File: src/rtl/fetch_stage_pkg.sv
// Shared types and constants for the instruction-fetch stage and its IF/ID register.
package fetch_stage_pkg;

  // IF/ID field widths
  localparam int INSTR_W = 16;
  localparam int PC_W    = 16;
  localparam int OPC_W   = 5;

  // Bubble word (opcode 00001) and the opcode that stops fetching
  localparam logic [INSTR_W-1:0] NOP_INSTR_DEF = 16'h0800;
  localparam logic [OPC_W-1:0]   HALT_OPC_DEF  = 5'b00000;

  // Fetch controller states
  typedef enum logic [1:0] {
    ST_FETCH  = 2'b00,
    ST_SQUASH = 2'b01,
    ST_HALTED = 2'b10
  } fetch_state_e;

endpackage

File: src/rtl/cla_16bit.sv
// 16-bit carry-lookahead adder: 4-bit groups with lookahead across groups.
module cla_16bit (
  input  logic [15:0] a,
  input  logic [15:0] b,
  input  logic        ci,
  output logic [15:0] sum
);

  logic [14:0] g_s;
  logic [15:0] p_s;
  logic [2:0]  gg_s;
  logic [2:0]  pg_s;
  logic [3:0]  cg_s;
  logic [15:0] c_s;

  assign g_s = a[14:0] & b[14:0];
  assign p_s = a ^ b;

  // Group generate / propagate for one 4-bit slice
  function automatic logic [1:0] group_gp(input logic [3:0] g, input logic [3:0] p);
    group_gp = {g[3] | (p[3] & g[2]) | (p[3] & p[2] & g[1]) | (p[3] & p[2] & p[1] & g[0]), &p};
  endfunction

  // Internal carries c1..c3 of a 4-bit slice from its carry-in
  function automatic logic [2:0] carries3(input logic [2:0] g, input logic [2:0] p, input logic cin);
    carries3[0] = g[0] | (p[0] & cin);
    carries3[1] = g[1] | (p[1] & g[0]) | (p[1] & p[0] & cin);
    carries3[2] = g[2] | (p[2] & g[1]) | (p[2] & p[1] & g[0]) | (p[2] & p[1] & p[0] & cin);
  endfunction

  // Group lookahead, then per-bit carries and the sum
  always_comb begin
    for (int k = 0; k < 3; k++) begin
      {gg_s[k], pg_s[k]} = group_gp(g_s[4*k +: 4], p_s[4*k +: 4]);
    end
    cg_s[0] = ci;
    cg_s[1] = gg_s[0] | (pg_s[0] & ci);
    cg_s[2] = gg_s[1] | (pg_s[1] & gg_s[0]) | (pg_s[1] & pg_s[0] & ci);
    cg_s[3] = gg_s[2] | (pg_s[2] & gg_s[1]) | (pg_s[2] & pg_s[1] & gg_s[0])
            | (pg_s[2] & pg_s[1] & pg_s[0] & ci);
    for (int k = 0; k < 4; k++) begin
      c_s[4*k]         = cg_s[k];
      c_s[4*k+1 +: 3]  = carries3(g_s[4*k +: 3], p_s[4*k +: 3], cg_s[k]);
    end
    sum = p_s ^ c_s;
  end

endmodule

File: src/rtl/fetch_stage_ifid_reg.sv
// IF/ID pipeline register: loads a fetched word, inserts a bubble, or holds.
module fetch_stage_ifid_reg
  import fetch_stage_pkg::*;
#(
  parameter logic [INSTR_W-1:0] NOP_INSTR = NOP_INSTR_DEF
) (
  input  logic               clk,
  input  logic               rst,
  input  logic               load_i,
  input  logic               bubble_i,
  input  logic [INSTR_W-1:0] instr_i,
  input  logic [PC_W-1:0]    pc_i,
  input  logic [PC_W-1:0]    pc_plus_two_i,
  output logic [INSTR_W-1:0] instr_o,
  output logic [PC_W-1:0]    pc_o,
  output logic [PC_W-1:0]    pc_plus_two_o,
  output logic               valid_o
);

  logic [INSTR_W-1:0] instr_q;
  logic [PC_W-1:0]    pc_q;
  logic [PC_W-1:0]    pcp2_q;
  logic               valid_q;

  // Load has priority over bubble; a bubble keeps the previous pc fields
  always_ff @(posedge clk) begin
    if (rst) begin
      instr_q <= NOP_INSTR;
      pc_q    <= 16'h0000;
      pcp2_q  <= 16'h0000;
      valid_q <= 1'b0;
    end else if (load_i) begin
      instr_q <= instr_i;
      pc_q    <= pc_i;
      pcp2_q  <= pc_plus_two_i;
      valid_q <= 1'b1;
    end else if (bubble_i) begin
      instr_q <= NOP_INSTR;
      valid_q <= 1'b0;
    end else begin
      instr_q <= instr_q;
      valid_q <= valid_q;
    end
  end

  assign instr_o       = instr_q;
  assign pc_o          = pc_q;
  assign pc_plus_two_o = pcp2_q;
  assign valid_o       = valid_q;

endmodule

File: src/rtl/fetch_stage.sv
// Instruction-fetch stage: PC register, variable-latency imem handshake,
// redirect/stall handling and the IF/ID register feeding decode.
module fetch_stage
  import fetch_stage_pkg::*;
#(
  parameter logic [PC_W-1:0]    RESET_PC  = 16'h0000,
  parameter logic [INSTR_W-1:0] NOP_INSTR = NOP_INSTR_DEF,
  parameter logic [OPC_W-1:0]   HALT_OPC  = HALT_OPC_DEF
) (
  input  logic               clk,
  input  logic               rst,
  input  logic               if_flush,
  input  logic [PC_W-1:0]    next_pc,
  input  logic               pcWriteEn,
  input  logic               IFIDWriteEn,
  input  logic               imem_ready,
  input  logic [INSTR_W-1:0] imem_data,
  output logic               imem_req,
  output logic [PC_W-1:0]    imem_addr,
  output logic [INSTR_W-1:0] instr,
  output logic [PC_W-1:0]    pc,
  output logic [PC_W-1:0]    pc_plus_two,
  output logic               ifid_valid,
  output logic               halted
);

  fetch_state_e    state_q, state_d;
  logic [PC_W-1:0] pc_q, pc_d;
  logic [PC_W-1:0] redirect_pc_q, redirect_pc_d;
  logic            halted_q, halted_d;
  logic [PC_W-1:0] pc_inc_s;
  logic            ifid_load_s;
  logic            ifid_bubble_s;

  cla_16bit u_pc_inc (
    .a   (pc_q),
    .b   (16'h0002),
    .ci  (1'b0),
    .sum (pc_inc_s)
  );

  // Next-state, PC update and IF/ID control for each fetch state
  always_comb begin
    state_d       = state_q;
    pc_d          = pc_q;
    redirect_pc_d = redirect_pc_q;
    halted_d      = halted_q;
    ifid_load_s   = 1'b0;
    ifid_bubble_s = 1'b0;
    case (state_q)
      ST_FETCH: begin
        if (if_flush && imem_ready) begin
          pc_d          = next_pc;
          ifid_bubble_s = 1'b1;
        end else if (if_flush) begin
          // Memory still busy at the old address: remember the target
          redirect_pc_d = next_pc;
          ifid_bubble_s = 1'b1;
          state_d       = ST_SQUASH;
        end else if (imem_ready && pcWriteEn && IFIDWriteEn) begin
          ifid_load_s = 1'b1;
          pc_d        = pc_inc_s;
          if (imem_data[15:11] == HALT_OPC) begin
            state_d  = ST_HALTED;
            halted_d = 1'b1;
          end else begin
            state_d = ST_FETCH;
          end
        end else begin
          // Stalled or waiting: PC held, so a dropped word is refetched
          ifid_bubble_s = IFIDWriteEn;
        end
      end
      ST_SQUASH: begin
        ifid_bubble_s = IFIDWriteEn;
        if (imem_ready) begin
          pc_d    = redirect_pc_q;
          state_d = ST_FETCH;
        end else begin
          state_d = ST_SQUASH;
        end
      end
      ST_HALTED: begin
        ifid_bubble_s = IFIDWriteEn;
      end
      default: begin
        state_d       = ST_FETCH;
        ifid_bubble_s = IFIDWriteEn;
      end
    endcase
  end

  // Fetch controller registers
  always_ff @(posedge clk) begin
    if (rst) begin
      state_q       <= ST_FETCH;
      pc_q          <= RESET_PC;
      redirect_pc_q <= 16'h0000;
      halted_q      <= 1'b0;
    end else begin
      state_q       <= state_d;
      pc_q          <= pc_d;
      redirect_pc_q <= redirect_pc_d;
      halted_q      <= halted_d;
    end
  end

  fetch_stage_ifid_reg #(
    .NOP_INSTR (NOP_INSTR)
  ) u_ifid (
    .clk           (clk),
    .rst           (rst),
    .load_i        (ifid_load_s),
    .bubble_i      (ifid_bubble_s),
    .instr_i       (imem_data),
    .pc_i          (pc_q),
    .pc_plus_two_i (pc_inc_s),
    .instr_o       (instr),
    .pc_o          (pc),
    .pc_plus_two_o (pc_plus_two),
    .valid_o       (ifid_valid)
  );

  assign imem_req  = !rst && ((state_q == ST_FETCH) || (state_q == ST_SQUASH));
  assign imem_addr = pc_q;
  assign halted    = halted_q;

endmodule

File: config.mk
export PLATFORM = sky130hd
export DESIGN_NAME = fetch_stage
export DESIGN_NICKNAME = d
export VERILOG_FILES = /design/src/rtl/fetch_stage_pkg.sv /design/src/rtl/cla_16bit.sv /design/src/rtl/fetch_stage_ifid_reg.sv /design/src/rtl/fetch_stage.sv
export SDC_FILE = /design/constraint.sdc
export NUM_CORES = 1
export LEC_CHECK = 0
export CAP_MARGIN = 25
export CORE_ASPECT_RATIO = 1.1
export CORE_MARGIN = 2
export CORE_UTILIZATION = 51
export DETAILED_ROUTE_END_ITERATION = 10
export GPL_TIMING_DRIVEN = 0
export PLACE_DENSITY_LB_ADDON = 0.05
export SYNTH_ARGS = -nofsm -noshare
export SYNTH_HDL_FRONTEND = slang
export SYNTH_SLANG_ARGS = --single-unit
File: constraint.sdc
create_clock -name clk -period 2.7 [get_ports clk]
set_input_delay 0.81 -clock clk [delete_from_list [all_inputs] [get_ports clk]]
set_output_delay 0.81 -clock clk [all_outputs]
set_load 0.02 [all_outputs]
Yosys cells after proc, flatten, opt, wreduce, memory -nomap -nowiden
Index checks and enable logic that the tools add are counted.
{"block": "totals", "out_inout_bits": 67, "inputBits": 38, "elab_cells": 83, "register_bits": 84}
{"block": "classes", "n_eq_ne": 7, "n_mux": 23, "bitwise": 29, "n_reduce_logical": 16}
{"op": "two-way mux 16 bit", "count": 6}
{"op": "case mux 16 bit (2 select lines)", "count": 1}
{"op": "bitwise AND 1 bit", "count": 24}
{"op": "bitwise XOR 16 bit", "count": 1}
{"op": "AND reduction 4 bit", "count": 3}
{"op": "two-way mux 1 bit", "count": 11}
{"op": "inequality test 3 bit (second input constant)", "count": 3}
{"op": "two-way mux 2 bit", "count": 4}
{"op": "case mux 2 bit (3 select lines)", "count": 1}
{"op": "AND reduction 3 bit", "count": 2}
{"op": "zero test 5 bit", "count": 1}
{"op": "AND reduction 5 bit", "count": 1}
{"op": "logical AND 1 bit", "count": 4}
{"op": "inequality test 2 bit (second input constant)", "count": 2}
{"op": "inverter 1 bit", "count": 4}
{"op": "nonzero test 2 bit", "count": 2}
{"op": "== test 2 x 1 -> 1 bit (second input constant)", "count": 1}
{"op": "== test 2 bit (second input constant)", "count": 1}
{"op": "zero test 2 bit", "count": 1}
{"op": "zero test 1 bit", "count": 1}
{"op": "logical OR 1 bit", "count": 1}

Logic depth before layout (Yosys ltp)
{"block": "depth", "word_depth": 9, "ltp_mapped": 8, "depth_no_buf": 7}

Cells and area by module
From an unflattened synthesis, not the netlist that was laid out.
{"block": "unflattened", "cells_unflattened": 492, "area_unflattened_um2": 4519.3}
{"module": "fetch_stage", "cells_per_inst": 231, "n_inst": 1, "area_each_um2": 1998.2, "seq_area_each_um2": 700.7}
{"module": "fetch_stage_ifid_reg", "cells_per_inst": 179, "n_inst": 1, "area_each_um2": 1860.5, "seq_area_each_um2": 980.9}
{"module": "cla_16bit", "cells_per_inst": 82, "n_inst": 1, "area_each_um2": 660.6, "seq_area_each_um2": 0.0}

Worst setup path before layout
No wires, ideal clock.
{"block": "synth_path", "path_kind": "input to output", "from": "in rst", "to": "out imem_req", "path_buffers": 2, "setup_slack_ns": 0.384, "arrival_ns": 1.506, "path_stages": 3, "required_ns": 1.890, "path_cell_list": "clkbuf_1 > clkbuf_1 > nor2_1"}
{"block": "synth_between", "elab_chain_cells": 2}
{"item": "start: declaration", "line": "fetch_stage.sv:11", "source": "input logic rst,"}
{"item": "zero test 1 bit", "line": "fetch_stage.sv:124", "source": "assign imem_req = !rst && ((state_q == ST_FETCH) || (state_q == ST_SQUASH));"}
{"item": "logical AND 1 bit", "line": "fetch_stage.sv:124"}
{"item": "end: declaration", "line": "fetch_stage.sv:18", "source": "output logic imem_req,"}
Every way passes these cells.

Worst setup path in the final report
Ends and elaborated chain as after synthesis.

==> flow_summary.toml <==
[cts]
cts_buffers = 9
cts_num_sinks = 83
clk_latency_ns = 0.35
root_buffer = "clkbuf_8"
max-clock-path-buffers = 2
clk_pin_slew_ns = 0.07
htree_num_levels = 3
tritoncts = "built"

[route]
dr_total_vias = 3583
wl_per_cell_um = 16.1
first_iter_violations = 298
drtAntennaViolNets = 0
vias_per_cell = 5.60
dr.pass1.iters = 6
drc = 0
drt-total-wl_mm = 10.3

[synth]
ys_warn_count = 0
ys_seq_elements = 83
synthTopCellsByArea = "dfxtp_1, nand2_1, a21oi_1, nor2_1, a211oi_1"
synth_ff_type = "dfxtp_1"
synth_top_cell_by_area = "dfxtp_1"
synth.avg_cell_area_sq_um = 8.09
synth_common_cells = "nand2_1, dfxtp_1, a21oi_1"
synthCells = 441
synthArstFlopShare = 0
synthDistinctLibCells = 50
netlist_area_sq_um = 3570
synth_edf_count = 0
synth_top_area_share = 0.466
yosysMostFrequentCell = "nand2_1"
yosysSeqAreaShare = 0.466
syn_nets = 482

[global_routing]
grt_overflow = 0
grt_antenna_before_repair = 0
first_global_vias = 3457
grtUsageTotal = 0.276
grt_first_pass_wirelength_mm = 17.0
grt_max_degree = 14

[die]
rows = 31
chipHeight_um = 91.7
num_io_pins = 105
dieArea_sq_um = 7680
dieWidth_um = 83.7
start_util = 0.535
core_sq_um = 6670

[flow_run]
max_cap_viol_count = 0

[sta]
setup_violations = 0
worst_pin_slew_ns = 0.702
hold_slack_ns = 0.454
rsz0062_at_grt = "false"
period_share = 0.947
finalCriticalPeriod_ns = 2.56
hold_viol = 0
maxSlewViolCount = 0
clock_skew_ns = 0.00902
max_freq_mhz = 391
maxSlewHeadroom = 0.532
setup_tns_ns = 0

[placement]
dp_hpwl_mm = 7.90
gp_congestion = 0.857
portBuffers = 103

[setup_path]
start_kind = "primary input"
crit_type = "primary input to output pin"
reg2regPathDepth = 5
cp.required_ns = 1.89
crit_path_end_kind = "output pin"
slowest_stage = "clkdlybuf4s15_2"
r2r_slack_ns = 0.69
regToRegStartpoint = "imem_addr[1]"
cp_cell_sequence = "clkdlybuf4s15_2, nor2_1, dlygate4sd2_1"
slowest_delay_ns = 0.40
worstReg2RegEnd = "imem_addr[13]"
critPathArrivalTime_ns = 1.75
worst-path-buf-inv = 2
crit_family = "buffers and inverters"
worst-path-max-fanout = 22

[run_status]
status = "finished clean"

[power]
leakage_nw = 1.68
power_density_nw_per_um2 = 502
peakVddDrop_mv = 0.339

[finish]
area_growth_pct = 36.1
drive_gt1_frac = 0.0699
fillers = 571
antenna_cells = 0
final_nets = 594

[hold_path]
min_to = "redirect_pc_q[12]"
min-delay-start = "redirect_pc_q[12]"
holdCritPathClass = "flop to flop"
holdPathStages = 2
==> final cells by class <==
class	count	area, sq um	area share
tap	82	103	0.0211
clock buffer	11	131	0.0271
sequential	83	1660	0.342
multi-input combinational	316	1720	0.354
clock inverter	5	30.0	0.00619
inverter	4	15.0	0.00309
timing repair buffer	103	1030	0.212
buffer	36	163	0.0335
==> state kept, by name, indices dropped and copies added, names as in the netlist <==
register and cells:
u_ifid.pc_plus_two_o 15, u_ifid.instr_o 16, imem_addr 16, u_ifid.valid_o 1
redirect_pc_q 16, u_ifid.pc_o 16, state_q 2, halted 1
==> metal layers <==
metal	wire, um	GRT usage	up-vias	part of all wire
li1	-	-	1761	-
met1	4300	0.359	1660	0.42
met2	4990	0.454	142	0.48
met3	775	0.0513	20	0.075
met4	234	0.108	0	0.023
met5	0	0	-	0
==> cells in the final DEF (no fill, tap or decap), types with 2 or more instances in the layout <==
| master | count |
|---|---|
| nor4_1 | 5 |
| clkbuf_1 | 22 |
| a311oi_1 | 2 |
| a21oi_1 | 51 |
| a311o_1 | 3 |
| nand3_1 | 9 |
| nand3b_1 | 5 |
| dfxtp_1 | 83 |
| o21ai_0 | 10 |
| a31oi_1 | 2 |
| nand2b_1 | 3 |
| a22oi_1 | 16 |
| nor3_1 | 5 |
| a31o_2 | 2 |
| nand2_1 | 91 |
| o211ai_1 | 3 |
| clkbuf_8 | 9 |
| xnor2_1 | 8 |
| nor2b_1 | 3 |
| clkinvlp_4 | 2 |
| and3_1 | 2 |
| nor2_1 | 47 |
| ha_1 | 3 |
| and2_1 | 3 |
| a211oi_1 | 17 |
| clkdlybuf4s50_1 | 101 |
| buf_4 | 3 |
| inv_1 | 4 |
| or3_1 | 3 |
| buf_2 | 13 |
| clkinv_2 | 3 |
==> repair_timing <==
item / 4_1_cts / 5_1_grt
buffers inserted: 0 / 0
setup endpoints to repair: 1 / 1
pin swaps: 0 / 0
hold buffers: 0 / 0
gates resized for setup: 5 / 0
==> worst reg2reg max path, stage by stage, from the launching register on <==
cell	delay (ns)
dfxtp_1	0.55
nand3_1	0.20
buf_2	0.23
nor4_1	0.48
o21ai_0	0.18
a221oi_1	0.29
==> metrics by stage <==
step | power [mW] | utilization | instances | cell area (sq um) | setup WS (ns)
after floorplan | 1.51 | - | 441 | 3570 | 0.384
after global placement | 1.68 | 0.705 | 626 | 4700 | -0.888
after detailed placement | 1.69 | 0.705 | 626 | 4700 | -0.916
after CTS | 2.44 | 0.728 | 641 | 4860 | 0.0424
after global routing | 2.52 | 0.728 | 640 | 4850 | 0.0338
final | 2.44 | 0.728 | 640 | 4850 | 0.143
==> power breakdown <==
part / internal [mW] / leakage [nW] / total [mW] / switching, mW
Clock: 0.330 / 0.0791 / 0.774 / 0.444
Sequential: 1.26 / 0.674 / 1.31 / 0.0439
Combinational: 0.163 / 0.926 / 0.357 / 0.194
Total: 1.76 / 1.68 / 2.44 / 0.682
==> worst max path at each step <==
stage | start | depth (start not counted) | end | slack [ns]
after floorplan | rst | 3 | imem_req | 0.38
after global placement | rst | 5 | imem_req | -0.89
after detailed placement | rst | 5 | imem_req | -0.92
after CTS | rst | 4 | imem_req | 0.04
after global routing | if_flush | 7 | imem_addr[12] | 0.03
final | rst | 3 | imem_req | 0.14
==> cells by family (layout without fill, tap and decap cells) <==
kind of cell,count (synthesis),after routing,share of synthesized area
simple gates,187,187,0.238
fa+ha+maj,3,3,0.0105
buf+inv,42,159,0.0519
mux,1,1,0.00281
xor+xnor,9,9,0.0221
compound gates,116,116,0.209
flops,83,83,0.466
Note: power is estimated with default switching activity, not from simulation.
